## src/rtl/team_06_sample_fifo.sv

```systemverilog
// team_06_sample_fifo
//   Captures one sample per rising edge of the ADC-to-I2S deserializer's
//   finished flag, tagged with its channel (ws). Samples are buffered in a
//   DEPTH-entry FIFO and presented on a valid/ready stream.
//
//   Optional feature: define LEVEL_PEAK_EN to track per-channel peak
//   magnitudes. Without it, peak_l/peak_r are tied to 0.
//
// Ports
//   clk, rst         clock, synchronous active-high reset
//   sample_in[8:0]   magnitude; only [7:0] is stored
//   finished         word-complete level flag; a rising edge is one capture
//   ws               channel of the sample (0 = left, 1 = right)
//   clear            synchronous flush of FIFO, overflow and peaks
//   out_data[8:0]    {channel, magnitude} at the FIFO head (0 when empty)
//   out_valid        head entry is valid
//   out_ready        consumer accepts the head this cycle
//   fill_level       entries stored, 0..DEPTH
//   full, empty      fill_level == DEPTH / == 0
//   overflow         sticky: a capture was dropped because the FIFO was full
//   peak_l, peak_r   per-channel peak magnitude
module team_06_sample_fifo #(
  parameter  int DEPTH = 16,
  localparam int AW    = $clog2(DEPTH)
) (
  input  logic          clk,
  input  logic          rst,
  input  logic [8:0]    sample_in,
  input  logic          finished,
  input  logic          ws,
  input  logic          clear,
  output logic [8:0]    out_data,
  output logic          out_valid,
  input  logic          out_ready,
  output logic [AW:0]   fill_level,
  output logic          full,
  output logic          empty,
  output logic          overflow,
  output logic [7:0]    peak_l,
  output logic [7:0]    peak_r
);

  logic [8:0]    r_mem [DEPTH];
  logic [AW-1:0] r_wr_ptr;
  logic [AW-1:0] r_rd_ptr;
  logic [AW:0]   r_cnt;
  logic          r_fin_q;
  logic          r_ovf;

  logic w_push_req;
  logic w_valid;
  logic w_full;
  logic w_pop;
  logic w_wr_en;

  assign w_push_req = finished & ~r_fin_q;
  assign w_valid    = (r_cnt != '0);
  assign w_full     = (r_cnt == (AW+1)'(DEPTH));
  assign w_pop      = w_valid & out_ready;
  // A pop in the same cycle frees the head slot, so a full FIFO still
  // accepts the push (the write lands on the slot being vacated).
  assign w_wr_en    = w_push_req & (~w_full | w_pop);

  // Storage has no reset; entries are only observed through r_cnt.
  always_ff @(posedge clk) begin
    if (!rst && !clear && w_wr_en)
      r_mem[r_wr_ptr] <= {ws, sample_in[7:0]};
  end

  always_ff @(posedge clk) begin
    if (rst) begin
      r_wr_ptr <= '0;
      r_rd_ptr <= '0;
      r_cnt    <= '0;
      r_fin_q  <= 1'b0;
      r_ovf    <= 1'b0;
    end else begin
      r_fin_q <= finished;
      if (clear) begin
        r_wr_ptr <= '0;
        r_rd_ptr <= '0;
        r_cnt    <= '0;
        r_ovf    <= 1'b0;
      end else begin
        if (w_wr_en) r_wr_ptr <= r_wr_ptr + 1'b1;
        if (w_pop)   r_rd_ptr <= r_rd_ptr + 1'b1;
        case ({w_wr_en, w_pop})
          2'b10:   r_cnt <= r_cnt + 1'b1;
          2'b01:   r_cnt <= r_cnt - 1'b1;
          default: r_cnt <= r_cnt;
        endcase
        if (w_push_req && !w_wr_en) r_ovf <= 1'b1;
      end
    end
  end

  assign out_valid  = w_valid;
  assign out_data   = w_valid ? r_mem[r_rd_ptr] : 9'd0;
  assign fill_level = r_cnt;
  assign full       = w_full;
  assign empty      = ~w_valid;
  assign overflow   = r_ovf;

`ifdef LEVEL_PEAK_EN
  logic [7:0] r_peak_l;
  logic [7:0] r_peak_r;

  // Only accepted pushes count; dropped samples never reach the stream.
  always_ff @(posedge clk) begin
    if (rst || clear) begin
      r_peak_l <= '0;
      r_peak_r <= '0;
    end else if (w_wr_en) begin
      if (!ws && sample_in[7:0] > r_peak_l) r_peak_l <= sample_in[7:0];
      if ( ws && sample_in[7:0] > r_peak_r) r_peak_r <= sample_in[7:0];
    end
  end

  assign peak_l = r_peak_l;
  assign peak_r = r_peak_r;
`else
  assign peak_l = 8'd0;
  assign peak_r = 8'd0;
`endif

endmodule

```

## config.mk

```make
export PLATFORM = sky130hd
export DESIGN_NAME = team_06_sample_fifo
export DESIGN_NICKNAME = d
export VERILOG_FILES = /design/src/rtl/team_06_sample_fifo.sv
export SDC_FILE = /design/constraint.sdc
export NUM_CORES = 1
export LEC_CHECK = 0
export CAP_MARGIN = 30
export CORE_ASPECT_RATIO = 0.7
export CORE_UTILIZATION = 45
export DETAILED_ROUTE_END_ITERATION = 16
export GPL_ROUTABILITY_DRIVEN = 1
export PLACE_DENSITY = 0.75
export REMOVE_ABC_BUFFERS = 1
export SYNTH_ARGS = -nofsm -noshare
export SYNTH_HDL_FRONTEND = slang
export SYNTH_SLANG_ARGS = --single-unit
```

## constraint.sdc

```tcl
create_clock -name clk -period 6.8 [get_ports clk]
set_input_delay 1.36 -clock clk [delete_from_list [all_inputs] [get_ports clk]]
set_output_delay 1.36 -clock clk [all_outputs]
set_load 0.005 [all_outputs]
```

### Yosys cells after proc, flatten, opt, wreduce, memory -nomap -nowiden

Memories as Yosys holds them, arrays and structs flattened. A register that Yosys moved wholly into a read port is not among the register bits.
Index checks and enable logic that the tools add are counted.

| operators by class | value |
|---|---|
| add/subtract/negate cells | 4 |
| $mul | 0 |
| div/mod/pow operators | 0 |
| $lt $le $gt $ge | 0 |
| equality and inequality tests | 3 |
| shift operators | 0 |
| mux-type cells | 6 |
| bitwise gates (word level) | 7 |
| reductions and logical operators | 9 |

Operators with widths:

| kind | number |
|---|---|
| 5-bit one-hot mux with 2 select lines | 1 |
| 9-bit 2-to-1 mux | 1 |
| 4-bit by 1-bit adder with 4-bit output (second input constant) | 2 |
| 4-bit 2-to-1 mux | 2 |
| 5-bit by 1-bit adder with 5-bit output (second input constant) | 1 |
| 5-bit == test (second input constant) | 1 |
| 5-bit nonzero test | 1 |
| 5-bit by 1-bit subtractor with 5-bit output (second input constant) | 1 |
| 1-bit bitwise AND | 3 |
| 1-bit logical AND | 3 |
| 1-bit zero test | 3 |
| 1-bit NOT | 3 |
| 2-bit by 1-bit == test with 1-bit output (second input constant) | 1 |
| 2-bit == test (second input constant) | 1 |
| 1-bit 2-to-1 mux | 2 |
| 2-bit nonzero test | 1 |
| 2-bit OR reduction | 1 |
| 1-bit bitwise OR | 1 |

| word-level totals | value |
|---|---|
| register bits | 15 |
| latch bits | 0 |
| RAM bits | 144 |
| ROM bits | 0 |
| bits of input ports | 15 |
| output and inout port bits | 34 |
| memories | 1 |

Memories:

| name | depth | width | rd ports | clocked after Yosys merged registers in | write ports | line | text |
|---|---|---|---|---|---|---|---|
| r_mem | 16 | 9 | 1 | 1 | 1 | 43 | `logic [8:0] r_mem [DEPTH];` |

### Logic depth before layout (Yosys ltp)

| logic depth | value |
|---|---|
| word-level depth | 7 |
| depth in mapped cells | 11 |
| mapped depth without buffers | 10 |

### Least setup slack after synthesis

No wires, ideal clock.

| path | value |
|---|---|
| path type | in2reg |
| from | input finished |
| to | register r_cnt[4] (netlist: fill_level[4]) |
| library setup time | 0.127 ns |
| arrival | 3.026 ns |
| data required time | 6.673 ns |
| setup slack | 3.647 ns |
| stages | 9 |
| buffers on the path | 1 |
| cells stage by stage | nand2b_1 clkbuf_1 nand3_1 fa_1 nand2b_1 o2bb2ai_1 or3_1 a32oi_1 a21oi_1 |

| between the ends | value |
|---|---|
| word-level cells in the longest chain between the ends | 4 |
| elaborated cells between the ends (all ways) | 6 |
| classes of those cells | eq/ne (2); mux (1); bitwise (2); reduce/logical (1) |

RTL lines:

| what | line | text |
|---|---|---|
| start: declaration | 29 | `input logic finished,` |
| 1-bit bitwise AND * | 56 | `assign w_push_req = finished & ~r_fin_q;` |
| 1-bit bitwise AND * | 62 | `assign w_wr_en = w_push_req & (~w_full \| w_pop);` |
| 2-bit by 1-bit == test with 1-bit output or 2-bit == test (tied branches) | 87 | `case ({w_wr_en, w_pop})` |
| 5-bit one-hot mux with 2 select lines or 2-bit nonzero test (tied branches) | n/a |  |
| end signal: assignment | 88 | `2'b10: r_cnt <= r_cnt + 1'b1;` |
| end signal: assignment | 89 | `2'b01: r_cnt <= r_cnt - 1'b1;` |
| end signal: assignment | 90 | `default: r_cnt <= r_cnt;` |
| end: declaration | 46 | `logic [AW:0] r_cnt;` |

Every way passes the cells marked *; elsewhere a longest branch is shown, timed or not.
A chain may end at the register's enable or synchronous reset.

==> metrics <==
Inserted Diodes=0; total detailed-routing wirelength=~13000 µm; cell with the largest stage delay on the worst path=dfxtp_2; Leak Pwr=about 2.5 nW; Clock H-tree levels=4; r2r worst-path depth=10; number of warnings printed during yosys synthesis=0; synthesized instance count=approximately 370; total vias in the final route=3417; cell mode on critical path=a211oi_1; setup slack at placement=2.75 ns; residual antenna-violating net count after detailed routing=0; largest area contributor in the synthesized netlist=edfxtp_1; total power divided by cell area=roughly 270 nW/µm²; overall die area=around 15000 µm²; share of Yosys cell area claimed by the top area cell type=0.646; post-route fraction of the period consumed by the critical path=0.649; TritonCTS clock tree=done; detailed-router iteration count before antenna repair=4; synthesized cell area=roughly 6700 µm²; clock-pin slew of the registers on the worst-case setup and hold paths=roughly 0.06 ns; CP cell instances=buf_4 > mux4_2 > nor2b_1 > a211oi_1 > a211oi_1 > clkdlybuf4s50_1; Total Nets Final=about 450; count of endpoints failing hold in the final timing report=0; number of port buffers=31; headroom to the max-slew limit=0.409; combined global-route utilization of all metal layers=0.181; sequential-to-total area share from yosys stat=0.703; Setup crit end=out_data[6]; Worst R2R End=fill_level[4]$_SDFFE_PP0P_; weighted congestion reported at the end of routability-driven placement=slightly above 0.7; sum of overflow across all layers after global routing=0; per-cell routed wire length=slightly above 20 µm; critical path's largest stage delay=0.66 ns; Post-synth ARST share=0; fraction of final layout cells sized beyond drive strength 1=0.213; DRT iter0 DRCs=270; number of hold buffers added after cts=0; number of enable-type register cells in the synthesized netlist=144; endpoints failing setup=0; Worst R2R Setup Slack=around 4.0 ns; effective utilization at floorplan=0.470; signal arrival time at the worst endpoint=approximately 3.1 ns; relative area change from synthesis to final layout=17.2%; kind of critical path=reg2out; maximum number of pins on one net before global-route repair=29; Setup Skew=0.0123 ns; number of primary I/O pins=a little under 50; setup ws final=~2.4 ns; Skew-Pair Late Insertion Delay=~0.42 ns; Post-Syn Area per Cell=between 15 and 20 µm²; Max Freq=around 230 MHz; number of buffers added by the clock tree synthesis step=17; dpl hpwl=approximately 8400 µm; placeable core region=14200 µm²; maximum vdd drop=roughly 200 µV; type of the tightest min-delay check=reg2reg; overall power after layout=~2.1 mW; most frequently used flop master after synthesis=edfxtp_1; category of the worst setup path capture point=output port; count of cells resized by post-cts repair=0; startpoint type of the worst setup path=flip-flop; buffers inserted during post-CTS setup optimization=0; Sinks on Clock Net=approximately 160; worst r2r src=fill_level[0]$_SDFFE_PP0P_; worst-path maximum fanout=20; delay-heaviest family, CP=buffers and inverters; unrepaired setup endpoints after global routing=false; biggest area contributors in the synthesized netlist=edfxtp_1 (65%), mux4_2 (12%), dfxtp_1 (5.7%), buf_4 (2.1%), a211oi_1 (2.0%); result of the run=finished clean; x dimension of the die=roughly 150 µm; Filler Cell Count=roughly 1.1k; total buffers and inverters traversed by the critical path=2; via count of the first global-routing pass=3395; maximum buffer depth of the clock tree=2; DR DRC count=0; register bit total from synthesis=around 160; initial antenna violation count=0; Setup Total Neg Slack=0 ns; cell at the root of the clock tree=clkbuf_16; Die H=roughly 100 µm; required time reported for the critical path endpoint=5.44 ns; fin crit period=4.42 ns; number of different library cells in the post-synthesis netlist=between 40 and 50; wire length of the first global-routing pass=a little under 20000 µm; number of logic stages on the critical path including buffering=6; standard-cell rows=36; Max-cap violations=0; transition time at the pin with the least slew margin=between 0.8 and 0.9 ns; per-cell via count in the routed design=5.46; final-report max-slew violation count=0
## cell usage after synthesis (2+ instances only)
cell type / n
nand2b_1: 2
mux4_2: 36
buf_4: 19
ha_1: 8
nand2_1: 8
buf_2: 4
buf_6: 3
clkbuf_1: 7
a21oi_1: 4
edfxtp_1: 144
nor2_1: 33
nand3_1: 7
mux2i_1: 12
nor2b_1: 11
xnor2_1: 4
dfxtp_1: 19
xor2_1: 5
inv_1: 6
a211oi_1: 18
or3_1: 2
## logic make-up (layout without fill, tap and decap cells)
group | count (synthesis) | count (layout) | share of synthesized area
xor gates and xnor gates | 9 | 9 | 0.0118
other | 1 | 16 | 0.000560
adders and majority gates | 9 | 9 | 0.0179
and+or+nand+nor | 72 | 72 | 0.0535
DFF | 163 | 163 | 0.703
AOI/OAI and AO/OA | 30 | 30 | 0.0359
buffers and inverters | 42 | 89 | 0.0387
muxes | 48 | 48 | 0.139
## cells in the final DEF, fill, tap and decap left out, types with 2 or more instances in the layout
master           count
edfxtp_1           144
mux4_2              36
nor2_1              33
clkdlybuf4s50_1     31
a211oi_1            18
dfxtp_1             17
clkbuf_16           17
conb_1              16
mux2i_1             12
nor2b_1             11
buf_6               11
nand2_1              8
ha_1                 8
nand3_1              7
buf_4                7
inv_1                6
xor2_1               5
a21oi_1              4
xnor2_1              4
clkinvlp_4           4
clkinv_4             3
clkinv_2             2
nand2b_1             2
or3_1                2
dfxtp_2              2
clkinv_1             2
inv_6                2
bufinv_16            2
## cell type report
class,instances,area (µm²),share of cell area
clock inverter,15,158,0.0201
sequential,163,4710,0.600
multi-input combinational,184,1790,0.228
clock buffer,17,425,0.0542
tap,190,238,0.0303
timing repair buffer,50,507,0.0646
inverter,7,27.5,0.00351
## report_power, final
part | switching, mW | internal [mW]
logic | 0.0445 | 0.0348
registers | 0.00338 | 1.09
clock network | 0.391 | 0.543
total | 0.439 | 1.67
## worst register-to-register path: stages (launching register included)
cell       delay (ns)
dfxtp_1          0.36
nor4_4           0.52
nand2b_2         0.21
nand3_1          0.20
inv_1            0.10
ha_1             0.35
nand2b_1         0.08
o2bb2ai_1        0.18
or3_1            0.34
a32oi_1          0.26
a21oi_1          0.10
## worst min path at each step
stage / to / slack (ns) / startpoint / cells past startpoint
6_report: overflow$_SDFFE_PP0P_ / 0.50 / overflow$_SDFFE_PP0P_ / 2
5_1_grt: flip-flop / 0.52 / r_rd_ptr[1]$_SDFFE_PP0P_ / 2
4_1_cts: overflow$_SDFFE_PP0P_ / 0.50 / overflow$_SDFFE_PP0P_ / 2
3_5_place_dp: overflow$_SDFFE_PP0P_ / 0.48 / overflow$_SDFFE_PP0P_ / 2
3_3_place_gp: overflow$_SDFFE_PP0P_ / 0.46 / overflow$_SDFFE_PP0P_ / 2
2_1_floorplan: overflow$_SDFFE_PP0P_ / 0.46 / overflow$_SDFFE_PP0P_ / 2
## per-layer routing
layer / share of wire / track usage / up-vias
met5: 0 / 0 / -
met4: 0.011 / 0.0582 / 0
met3: 0.061 / 0.0465 / 12
met2: 0.48 / 0.274 / 131
met1: 0.45 / 0.256 / 1750
li1: - / - / 1524
## registers in the layout, indices dropped and copies added, names as in the netlist, named ones only
register	flops
r_fin_q	1
fill_level	5
r_mem	144
overflow	1
r_rd_ptr	4
r_wr_ptr	4
## metrics by stage
stage	utilization	area [µm²]	hold WS, ns	instances
floorplan	-	6520	0.461	354
global placement	0.498	7090	0.459	578
detailed placement	0.511	7270	0.479	594
CTS	0.552	7850	0.501	626
global route	0.552	7850	0.524	626
finish	0.552	7850	0.497	626
Note: power is estimated with default switching activity, not from simulation.
